### config.mk
export PLATFORM = sky130hd
export DESIGN_NAME = nioshello_key_debounce
export DESIGN_NICKNAME = d
export VERILOG_FILES = /design/src/rtl/nioshello_key_debounce.sv
export SDC_FILE = /design/constraint.sdc
export NUM_CORES = 1
export LEC_CHECK = 0
export ABC_AREA = 1
export CAP_MARGIN = 40
export CORE_MARGIN = 3
export CORE_UTILIZATION = 37
export DETAILED_ROUTE_END_ITERATION = 8
export PLACE_DENSITY = 0.63
export SLEW_MARGIN = 20
export SYNTH_ARGS = -nofsm -noshare
export SYNTH_HDL_FRONTEND = slang
export SYNTH_SLANG_ARGS = --single-unit
### constraint.sdc
create_clock -name clk -period 1.29 [get_ports clk]
set_input_delay 0.258 -clock clk [delete_from_list [all_inputs] [get_ports clk]]
set_output_delay 0.258 -clock clk [all_outputs]
set_load 0.1 [all_outputs]
### src/rtl/nioshello_key_debounce.sv
// Per-bit synchroniser + tick-paced stability-counter debouncer feeding the PIO in_port.
// Optional: NIOSHELLO_DEBOUNCE_ACTIVE_LOW_EN inverts raw inputs and resets the synchroniser to all-ones.
module nioshello_key_debounce #(
  parameter int unsigned WIDTH        = 5,
  parameter int unsigned PRESCALE     = 500,
  parameter int unsigned STABLE_TICKS = 16
) (
  input  logic             clk,
  input  logic             reset_n,
  input  logic [WIDTH-1:0] raw_in,
  output logic [WIDTH-1:0] key_out,
  output logic [WIDTH-1:0] key_changed
);

  localparam int unsigned CNT_W = $clog2(STABLE_TICKS);
  localparam int unsigned PRE_W = (PRESCALE > 1) ? $clog2(PRESCALE) : 1;
  localparam logic [CNT_W-1:0] CNT_MAX = CNT_W'(STABLE_TICKS - 1);
  localparam logic [PRE_W-1:0] PRE_MAX = PRE_W'(PRESCALE - 1);

`ifdef NIOSHELLO_DEBOUNCE_ACTIVE_LOW_EN
  localparam logic [WIDTH-1:0] SYNC_IDLE = '1;
  localparam logic [WIDTH-1:0] SAMPLE_INV = '1;
`else
  localparam logic [WIDTH-1:0] SYNC_IDLE = '0;
  localparam logic [WIDTH-1:0] SAMPLE_INV = '0;
`endif

  logic [WIDTH-1:0] sync1_q, sync2_q;
  logic [PRE_W-1:0] pre_q, pre_d;
  logic [CNT_W-1:0] cnt_q [WIDTH];
  logic [CNT_W-1:0] cnt_d [WIDTH];
  logic [WIDTH-1:0] key_q, key_d;
  logic [WIDTH-1:0] chg_q, chg_d;
  logic             tick;
  logic [WIDTH-1:0] sample;

  // Sync flops reset to the idle input level so release never looks like a press.
  always_ff @(posedge clk or negedge reset_n) begin
    if (!reset_n) begin
      sync1_q <= SYNC_IDLE;
      sync2_q <= SYNC_IDLE;
    end else begin
      sync1_q <= raw_in;
      sync2_q <= sync1_q;
    end
  end

  assign sample = sync2_q ^ SAMPLE_INV;
  assign tick   = (pre_q == PRE_MAX);

  // Prescaler wraps at PRESCALE-1; with PRESCALE=1 it stays at 0 and ticks every cycle.
  always_comb begin
    pre_d = pre_q + PRE_W'(1);
    if (tick) begin
      pre_d = '0;
    end
  end

  // A single agreeing tick clears the count; terminal count commits the new level.
  always_comb begin
    cnt_d = cnt_q;
    key_d = key_q;
    chg_d = '0;
    if (tick) begin
      for (int unsigned i = 0; i < WIDTH; i++) begin
        if (sample[i] == key_q[i]) begin
          cnt_d[i] = '0;
        end else if (cnt_q[i] == CNT_MAX) begin
          cnt_d[i] = '0;
          key_d[i] = sample[i];
          chg_d[i] = 1'b1;
        end else begin
          cnt_d[i] = cnt_q[i] + CNT_W'(1);
        end
      end
    end
  end

  always_ff @(posedge clk or negedge reset_n) begin
    if (!reset_n) begin
      pre_q <= '0;
      cnt_q <= '{default: '0};
      key_q <= '0;
      chg_q <= '0;
    end else begin
      pre_q <= pre_d;
      cnt_q <= cnt_d;
      key_q <= key_d;
      chg_q <= chg_d;
    end
  end

  assign key_out     = key_q;
  assign key_changed = chg_q;

endmodule

==> results.yml, run 1 <==
run_status:
  outcome: "finished with violations"
  failed_checks: "negative setup slack"
drt:
  wl_per_cell_um: 13.1
  first_pass_iters: 4
  drc_errors: 0
  drt_first_iter_violations: 101
  antenna_left: 0
  vias: 1854
  vias_per_cell: 4.78
  route.final.wire_length_mm: 5.08
hold_path:
  hold_path_depth: 0
  min_delay_worst_endpoint: "sample[4]"
  min-delay-start: "sync1_q[4]"
  min_path_type: "register to register"
placement:
  final_replace_weighted_congestion: 0.791
  place_hpwl_mm: 2.87
  post_dp_cell_area_sq_um: 2750
  portBuffers: 16
power_and_ir_drop:
  total_switching_power_mw: 0.572
  power.density_nw_per_um2: 868
  netSwitchingFraction_pct: 20.6
  vdd_ir_drop_max_mv: 0.368
  cellInternalPower_mw: 2.21
  leakagePower_nw: 1.62
  combinationalPowerShare_pct: 2.9
  seq_power_share_pct: 56.0
  power.clock.fraction_pct: 41.1
timing:
  setup_violations: 32
  hold_viol_final: 0
  fin_worst_skew_ns: 0.00616
  finalCriticalPeriod_ns: 1.38
  finalCritPeriodShare_pct: 107
  timing.setup.tns_ns: -1.79
  grt_setup_unrepaired: "yes"
  max_freq_mhz: 724
  slew_headroom_pct: 76.3
  worst_tran_pin_value_ns: 0.354
  final.setup.worst_slack_ns: -0.0906
  hold-worst-slack_ns: 0.354
  slew_violations: 0
cells_and_area:
  final.fill_count: 528
  flow.area_growth_from_synthesis_pct: 39.6
  most-common-layout-cells: "sky130_fd_sc_hd__nand2_1, sky130_fd_sc_hd__dfrtp_1, sky130_fd_sc_hd__inv_1, sky130_fd_sc_hd__buf_12, sky130_fd_sc_hd__buf_4"
  design_area_sq_um: 3210
  mostFrequentLayoutCell: "sky130_fd_sc_hd__nand2_1"
  final_layout_size_suffix_gt1_share_pct: 31.6
  multi_input_comb_area_sq_um: 1110
  sequential_cell_area_sq_um: 1230
  design.final.nets: 325
  insertedDiodeCount: 0
critical_path:
  critPathRequiredTime_ns: 1.54
  path_cells: "ha_4, nand2_2, nor2_4, buf_6, nand4_1, buf_4, inv_1"
  crit_path_top_delay_cell: "sky130_fd_sc_hd__dfrtp_1"
  timing.critical_path.arrival_ns: 1.63
  rr_worst_depth: 7
  critPathLaunchType: "register"
  crit_buf_inv: 3
  path_class: "register to register"
  worstSetupEndpointType: "register"
  worst-path-max-fanout: 6
  critical_path.reg2reg.endpoint: "key_changed[0]"
  critical_path.top_delay_family: "flip-flops"
  crit_path_max_incr_delay_ns: 0.42
  r2r_slack_ns: -0.09
  timing.rr.start: "pre_q[0]"
floorplanning:
  design.die.area_sq_um: 7190
  floorplan.core_area_sq_um: 5960
  fp-row-count: 28
  floorplan.die.height_um: 84.8
  floorplan.initialDensity_pct: 38.6
  design.portCount: 17
  die_w_um: 84.8
cts:
  clock_root_cell: "sky130_fd_sc_hd__clkbuf_8"
  cts.sinks: 49
  maximum_buffer_depth_of_the_clock_tree: 2
  insertion_delay_ns: 0.30
  cts_htree_levels: 2
  cts.clk_slew.worst_paths_ns: 0.09
  cts_made_buffers: 5
  cts_tree: "done"
global_routing:
  maximum_number_of_pins_on_one_net_before_global_route_repair: 50
  globalRoute.busiestLayer: "met2"
  grt_usage_pct: 14.2
  global_route_met3_utilization_pct: 3.53
  leftover_overflow_at_the_end_of_global_routing: 0
  via_count_of_the_first_global_routing_pass: 1822
  met1_use_gr_pct: 17.0
  global_route.usage.met2_pct: 24.8
  grt_first_pass_wirelength_mm: 8.05
  grt_antenna_before_repair: 0
logic_synthesis:
  ys_ff_latch: 49
  synthesis.yosys.warnings: 0
  syn_area_per_cell_sq_um: 8.63
  postSynthNetCount: 279
  netlist-cell-type-count: 22
  synth-seq-area-share_pct: 53.4
  synthesis.area_sq_um: 2300
  post_synth_inst_count: 266
job:
  maxCapViolations: 0
[cells by family after synthesis]
| kind of cell | synth area share (%) |
|---|---|
| compound gates | 4.80 |
| xor+xnor | 2.29 |
| fa+ha+maj | 3.27 |
| buf+inv | 7.63 |
| flops | 53.4 |
| simple gates | 28.6 |
[repair_timing]
item / CTS / global route
hold endpoints to repair: 49 / 0
endpoints found under the setup margin: 26 / 33
pin swaps: 2 / 9
hold buffers: 1 / 0
resized for setup: 21 / 35
setup buffers: 5 / 2
cloned: 1 / 3
[through the flow]
stage	utilization, %	setup WS (ns)	std cells	total power [mW]
2_1_floorplan	-	0.0154	266	1.60
3_3_place_gp	46.1	-0.0179	368	1.66
3_5_place_dp	46.1	-0.0542	368	1.66
4_1_cts	50.7	-0.0237	383	2.82
5_1_grt	53.8	-0.168	388	2.90
6_report	53.8	-0.0906	388	2.78
[power groups by stage]
| stage | Combinational [mW] | Sequential, mW | Clock, mW |
|---|---|---|---|
| after floorplan | 0.0162 | 1.59 | 0 |
| after global placement | 0.0738 | 1.59 | 0 |
| after detailed placement | 0.0746 | 1.59 | 0 |
| after CTS | 0.0823 | 1.56 | 1.18 |
| after global routing | 0.0930 | 1.56 | 1.24 |
| final | 0.0806 | 1.56 | 1.14 |
[area by class of cell]
class | count | share of cell area [%]
flip-flops and latches | 49 | 38.5
repair buffers | 39 | 15.9
clock buffers | 7 | 2.69
multi-input cells | 180 | 34.6
well taps | 75 | 2.93
inverters | 37 | 4.49
clock inverters | 1 | 0.937
[state kept, by name, summed over array words and instances, names as in the netlist]
name,cells
sample,5
key_out,5
key_changed,5
sync1_q,5
pre_q,9
cnt_q,20
[layer usage]
metal	routed length (um)	vias to the layer above
li1	-	925
met1	2240	897
met2	2570	26
met3	194	6
met4	68	0
met5	0	-
[Yosys cell counts]
cell type / count / share of area, %
sky130_fd_sc_hd__a21oi_1: 3 / 0.65
sky130_fd_sc_hd__buf_6: 2 / 0.98
sky130_fd_sc_hd__clkbuf_8: 1 / 0.60
sky130_fd_sc_hd__dfrtp_1: 49 / 53
sky130_fd_sc_hd__ha_1: 6 / 3.3
sky130_fd_sc_hd__inv_1: 36 / 5.9
sky130_fd_sc_hd__inv_2: 1 / 0.16
sky130_fd_sc_hd__nand2_1: 88 / 14
sky130_fd_sc_hd__nand2_2: 2 / 0.54
sky130_fd_sc_hd__nand2_4: 3 / 1.5
sky130_fd_sc_hd__nand3_1: 13 / 2.8
sky130_fd_sc_hd__nand4_1: 10 / 2.7
sky130_fd_sc_hd__nor2_1: 20 / 3.3
sky130_fd_sc_hd__nor2_4: 3 / 1.5
sky130_fd_sc_hd__nor3_1: 1 / 0.22
sky130_fd_sc_hd__nor3b_1: 1 / 0.33
sky130_fd_sc_hd__o21ai_0: 8 / 1.7
sky130_fd_sc_hd__o21ai_1: 4 / 0.87
sky130_fd_sc_hd__o21ai_2: 4 / 1.5
sky130_fd_sc_hd__or2_2: 5 / 1.4
sky130_fd_sc_hd__xnor2_1: 5 / 1.9
sky130_fd_sc_hd__xor2_1: 1 / 0.38
[worst max path at each step]
stage | slack [ns] | end | start | depth (start not counted)
finish | -0.09 | key_changed[0] | pre_q[0] | 7
global placement | -0.02 | key_out[0] | pre_q[0] | 7
CTS | -0.02 | cnt_q[4] | pre_q[0] | 8
floorplan | 0.02 | key_out[0] | key_out[0] | 5
global route | -0.17 | key_out[4] | pre_q[1] | 7
detailed placement | -0.05 | cnt_q[3] | pre_q[0] | 7
(Power assumes the default switching activity.)
==> run 2: changes to the inputs <==
- CORE_UTILIZATION: 37 -> 40
- PLACE_DENSITY: 0.63 -> 0.66
- SLEW_MARGIN: 20 -> unset
==> run 2 against run 1 <==
Effect of this change:
- the run still ends with negative setup slack left
- setup slack improved by 0.032 ns
- core utilization increased by 4.7 points
- die area decreased by 7.0%
- largest cell class unchanged
- largest power group unchanged
==> results.yml, run 2 (same netlist as run 1, synthesis figures left out) <==
run_status:
  outcome: "finished with violations"
  failed_checks: "negative setup slack"
timing:
  finalCriticalPeriod_ns: 1.35
  max_freq_mhz: 741
  timing.setup.tns_ns: -0.830
  setup_violations: 27
  slew_violations: 0
  fin_worst_skew_ns: 0.00295
  hold_viol_final: 0
  worst_tran_pin_value_ns: 0.224
  slew_headroom_pct: 85.0
  final.setup.worst_slack_ns: -0.0588
  finalCritPeriodShare_pct: 105
  grt_setup_unrepaired: "yes"
floorplanning:
  floorplan.die.height_um: 81.8
  design.portCount: 17
  die_w_um: 81.8
  floorplan.core_area_sq_um: 5340
  floorplan.initialDensity_pct: 43.0
  fp-row-count: 26
  design.die.area_sq_um: 6680
drt:
  drt_first_iter_violations: 106
  antenna_left: 0
  route.final.wire_length_mm: 4.66
  wl_per_cell_um: 12.2
  first_pass_iters: 4
  drc_errors: 0
  vias: 1818
  vias_per_cell: 4.75
cts:
  cts.sinks: 49
  cts_made_buffers: 5
  cts_htree_levels: 2
  cts.clk_slew.worst_paths_ns: 0.08
  cts_tree: "done"
  maximum_buffer_depth_of_the_clock_tree: 2
  insertion_delay_ns: 0.30
  clock_root_cell: "sky130_fd_sc_hd__clkbuf_8"
critical_path:
  path_class: "register to register"
  worst-path-max-fanout: 6
  timing.rr.start: "pre_q[3]"
  critical_path.reg2reg.endpoint: "key_out[1]"
  r2r_slack_ns: -0.06
  critPathLaunchType: "register"
  worstSetupEndpointType: "register"
  timing.critical_path.arrival_ns: 1.54
  setup.worst_path.start: "pre_q[3]"
  critPathRequiredTime_ns: 1.48
  rr_worst_depth: 7
  timing.critical_path.to: "key_out[1]"
power_and_ir_drop:
  cellInternalPower_mw: 2.22
  seq_power_share_pct: 56.4
  vdd_ir_drop_max_mv: 0.590
  combinationalPowerShare_pct: 3.1
  power.density_nw_per_um2: 885
  power.clock.fraction_pct: 40.5
  netSwitchingFraction_pct: 19.8
  leakagePower_nw: 1.56
  total_switching_power_mw: 0.546
global_routing:
  via_count_of_the_first_global_routing_pass: 1659
  grt_antenna_before_repair: 0
  grt_first_pass_wirelength_mm: 7.09
  maximum_number_of_pins_on_one_net_before_global_route_repair: 29
  grt_usage_pct: 13.8
  leftover_overflow_at_the_end_of_global_routing: 0
cells_and_area:
  top_regs: "cnt_q x20, pre_q x9"
  most-common-layout-cells: "sky130_fd_sc_hd__nand2_1, sky130_fd_sc_hd__dfrtp_1, sky130_fd_sc_hd__inv_1, sky130_fd_sc_hd__buf_4, sky130_fd_sc_hd__nand2_2"
  flow.area_growth_from_synthesis_pct: 36.1
  largest-register: "cnt_q"
  max_reg_flops: 20
  final_layout_size_suffix_gt1_share_pct: 32.6
  insertedDiodeCount: 0
  design.final.nets: 325
  mostFrequentLayoutCell: "sky130_fd_sc_hd__nand2_1"
placement:
  place_hpwl_mm: 2.87
  placement.setup.worst_slack_ns: -0.0579
  portBuffers: 16
  final_replace_weighted_congestion: 0.821
hold_path:
  min_path_type: "primary input to async pin"
job:
  maxCapViolations: 0
[run 2: changes by cell type in the layout (fill, tap and decap cells not counted), moves of 2 or more]
cell,delta
sky130_fd_sc_hd__buf_4,+3
sky130_fd_sc_hd__ha_1,-4
sky130_fd_sc_hd__ha_2,+4
sky130_fd_sc_hd__inv_4,-2
sky130_fd_sc_hd__nand2_1,-8
sky130_fd_sc_hd__nand2_2,+11
sky130_fd_sc_hd__nand2_4,-3
sky130_fd_sc_hd__nor2_1,+2
sky130_fd_sc_hd__nor2_2,+3
sky130_fd_sc_hd__nor2_4,-5
sky130_fd_sc_hd__o21ai_1,+5
sky130_fd_sc_hd__o21ai_2,-4
[run 2: worst min path at each step]
stage                      to  slack [ns]  cells past startpoint
global route        sample[3]        0.34                      2
CTS                 sample[3]        0.33                      2
finish               cnt_q[7]        0.33                      2
detailed placement   cnt_q[7]        0.12                      1
global placement     cnt_q[6]        0.13                      1
floorplan            cnt_q[0]       -0.04                      0
[run 2: what timing repair did]
| action | 4_1_cts | 5_1_grt |
|---|---|---|
| gates resized for setup | 13 | 37 |
| setup buffers | 1 | 8 |
| setup endpoints to repair | 15 | 31 |
| cloned | 0 | 3 |
| endpoints found under the hold margin | 4 | 0 |
| hold buffers | 1 | 0 |
| pin swaps | 2 | 10 |
[run 2: routing by layer]
| metal | GRT usage, % | part of all wire, % |
|---|---|---|
| met5 | 0 | 0 |
| met3 | 2.96 | 3.6 |
| met1 | 17.7 | 45 |
| met2 | 23.1 | 50 |
| met4 | 4.98 | 1.4 |
[run 2: cell type report]
cell class | instances | area [sq um]
clock buffer | 7 | 86.3
clock inverter | 1 | 30.0
fill | 484 | 2210
inverter | 37 | 139
multi-input combinational | 180 | 1070
sequential | 49 | 1230
tap | 70 | 87.6
timing repair buffer | 39 | 475
[run 2: through the flow]
step / hold slack [ns] / area, sq um / util, % / cells / power [mW]
finish: 0.331 / 3120 / 58.6 / 383 / 2.76
global route: 0.337 / 3120 / 58.6 / 383 / 2.89
CTS: 0.335 / 2910 / 54.5 / 372 / 2.80
detailed placement: 0.121 / 2740 / 51.4 / 362 / 1.67
global placement: 0.128 / 2740 / 51.4 / 362 / 1.67
floorplan: -0.0376 / 2300 / - / 266 / 1.60
[run 2: power groups by stage]
stage	logic, mW	registers (mW)	clock network (mW)
3_3_place_gp	0.0830	1.59	0
2_1_floorplan	0.0162	1.59	0
5_1_grt	0.0994	1.56	1.23
6_report	0.0857	1.56	1.12
3_5_place_dp	0.0838	1.59	0
4_1_cts	0.0880	1.56	1.16
[run 2: critical path, stage by stage, from the launching register on]
cell	delay, ns
sky130_fd_sc_hd__dfrtp_1	0.42
sky130_fd_sc_hd__inv_1	0.13
sky130_fd_sc_hd__nand2_2	0.08
sky130_fd_sc_hd__nor2_4	0.20
sky130_fd_sc_hd__buf_6	0.17
sky130_fd_sc_hd__nand4_1	0.11
sky130_fd_sc_hd__nand2_1	0.09
sky130_fd_sc_hd__nand2_1	0.05
==> run 3: changes to the inputs <==
- PLACE_DENSITY: 0.66 -> 0.64
- clock period: 1.29 -> 1.5 ns (I/O delays scaled with it)
==> run 3 against run 2 <==
Effect of this change:
- the run now ends clean
- die area stayed put
- cell area is 10% lower
- routed wire length decreased by 16%
- combinational power shrank 23%
- core utilization down 6.1 points
- register-to-register slack gained 0.21 ns
- global-route usage up 0.097 points
- highest routed layer unchanged
==> results.yml, run 3 (same netlist as run 1, synthesis figures left out) <==
cts:
  clock_root_cell: "sky130_fd_sc_hd__clkbuf_8"
  cts.sinks: 49
  cts_htree_levels: 2
  cts.clk_slew.worst_paths_ns: 0.09
  insertion_delay_ns: 0.30
  maximum_buffer_depth_of_the_clock_tree: 2
  post-cts-setup-buffers: 0
  cts_made_buffers: 5
  cts_tree: "done"
power_and_ir_drop:
  netSwitchingFraction_pct: 21.1
  power.clock.fraction_pct: 37.5
  vdd_ir_drop_max_mv: 0.558
  cellInternalPower_mw: 1.78
  leakagePower_nw: 1.43
  seq_power_share_pct: 59.5
  power.density_nw_per_um2: 804
  combinationalPowerShare_pct: 2.9
  total_switching_power_mw: 0.475
critical_path:
  critPathLaunchType: "register"
  r2r_slack_ns: 0.15
  path_class: "register to register"
  worst-path-max-fanout: 4
  setup.worst_path.start: "pre_q[0]"
  rr_worst_depth: 7
  timing.critical_path.to: "key_out[4]"
  worstSetupEndpointType: "register"
  critPathRequiredTime_ns: 1.69
  critical_path.reg2reg.endpoint: "key_out[4]"
  timing.rr.start: "pre_q[0]"
  timing.critical_path.arrival_ns: 1.55
timing:
  max_freq_mhz: 740
  slew_violations: 0
  timing.setup.tns_ns: 0
  grt_setup_unrepaired: "no"
  slew_headroom_pct: 68.1
  hold_viol_final: 0
  fin_worst_skew_ns: 0.00347
  finalCritPeriodShare_pct: 90.1
  finalCriticalPeriod_ns: 1.35
  worst_tran_pin_value_ns: 0.478
  setup_violations: 0
global_routing:
  grt_usage_pct: 13.9
  via_count_of_the_first_global_routing_pass: 1633
  maximum_number_of_pins_on_one_net_before_global_route_repair: 29
  leftover_overflow_at_the_end_of_global_routing: 0
  grt_antenna_before_repair: 0
  grt_first_pass_wirelength_mm: 7.15
floorplanning:
  design.portCount: 17
  fp-row-count: 26
  floorplan.initialDensity_pct: 43.0
  die_w_um: 81.8
  floorplan.die.height_um: 81.8
  floorplan.core_area_sq_um: 5340
  design.die.area_sq_um: 6680
drt:
  first_pass_iters: 4
  vias_per_cell: 4.69
  route.final.wire_length_mm: 3.93
  drc_errors: 0
  drt_first_iter_violations: 46
  wl_per_cell_um: 10.8
  vias: 1707
  antenna_left: 0
cells_and_area:
  max_reg_flops: 20
  multi_input_comb_area_sq_um: 906
  largest-register: "cnt_q"
  post-route-util_pct: 52.5
  mostFrequentLayoutCell: "sky130_fd_sc_hd__nand2_1"
  insertedDiodeCount: 0
  most-common-layout-cells: "sky130_fd_sc_hd__nand2_1, sky130_fd_sc_hd__dfrtp_1, sky130_fd_sc_hd__inv_1, sky130_fd_sc_hd__nor2_1, sky130_fd_sc_hd__nand3_1"
  sequential_cell_area_sq_um: 1230
  top_regs: "cnt_q x20, pre_q x9"
  final.fill_count: 502
  final_layout_size_suffix_gt1_share_pct: 16.7
  flow.area_growth_from_synthesis_pct: 22.0
  design.final.nets: 306
hold_path:
  min_path_type: "register to register"
placement:
  portBuffers: 16
  place_hpwl_mm: 2.86
  final_replace_weighted_congestion: 0.852
run_status:
  outcome: "finished clean"
job:
  maxCapViolations: 0
## run 3: cell count changes in the layout (fill, tap and decap cells not counted), sizes merged
cell | before | now
buf | 33 | 17
bufinv | 1 | 0
clkinv | 0 | 1
nand2 | 96 | 93
## run 3: how the worst min path moves through the flow
| stage | cells after the start | from | endpoint |
|---|---|---|---|
| after floorplan | 0 | reset_n | cnt_q[0] |
| after global placement | 1 | reset_n | pre_q[5] |
| after detailed placement | 1 | reset_n | pre_q[5] |
| after CTS | 0 | sync1_q[3] | sample[3] |
| after global routing | 0 | sync1_q[4] | sample[4] |
| final | 0 | sync1_q[3] | sample[3] |
## run 3: cell type report
class / instances / area share, %
clock buffer: 7 / 3.44
clock inverter: 1 / 0.179
timing repair buffer: 23 / 12.0
tap: 70 / 3.13
multi-input combinational: 177 / 32.3
sequential: 49 / 44.0
inverter: 37 / 4.96
## run 3: power groups by stage
stage | combinational [mW] | sequential (mW) | clock [mW]
5_1_grt | 0.0769 | 1.34 | 0.930
2_1_floorplan | 0.0139 | 1.36 | 0
3_3_place_gp | 0.0652 | 1.37 | 0
3_5_place_dp | 0.0654 | 1.37 | 0
6_report | 0.0657 | 1.34 | 0.845
4_1_cts | 0.0684 | 1.34 | 0.873
## run 3: stage by stage
stage                     instance area, sq um  std cells  setup WS [ns]  hold slack (ns)  power, mW
after floorplan                           2300        266          0.225          0.00441       1.38
after global placement                    2680        355          0.144            0.283       1.43
after detailed placement                  2680        355          0.120            0.282       1.43
after CTS                                 2790        364          0.102            0.358       2.28
after global routing                      2800        364         0.0275            0.365       2.35
final                                     2800        364          0.149            0.355       2.25
## run 3: timing repair
item / 4_1_cts / 5_1_grt
endpoints found under the setup margin: 0 / 5
gates resized for setup: 0 / 2
endpoints found under the hold margin: 17 / 0
hold buffers: 1 / 0
## run 3: layer usage
layer	share of wire, %	GRT usage (%)	vias to the layer above
met5	0	0	-
met4	1.1	3.99	0
li1	-	-	880
met2	47	22.5	20
met3	3.4	4.39	5
met1	48	18.0	802
## run 3: critical path, cell delays in order (launching register included)
cell,delay [ns]
sky130_fd_sc_hd__dfrtp_1,0.37
sky130_fd_sc_hd__ha_1,0.21
sky130_fd_sc_hd__nand2_1,0.10
sky130_fd_sc_hd__nor2_4,0.16
sky130_fd_sc_hd__buf_4,0.16
sky130_fd_sc_hd__nand4_1,0.11
sky130_fd_sc_hd__nand2_1,0.08
sky130_fd_sc_hd__nand2_1,0.05
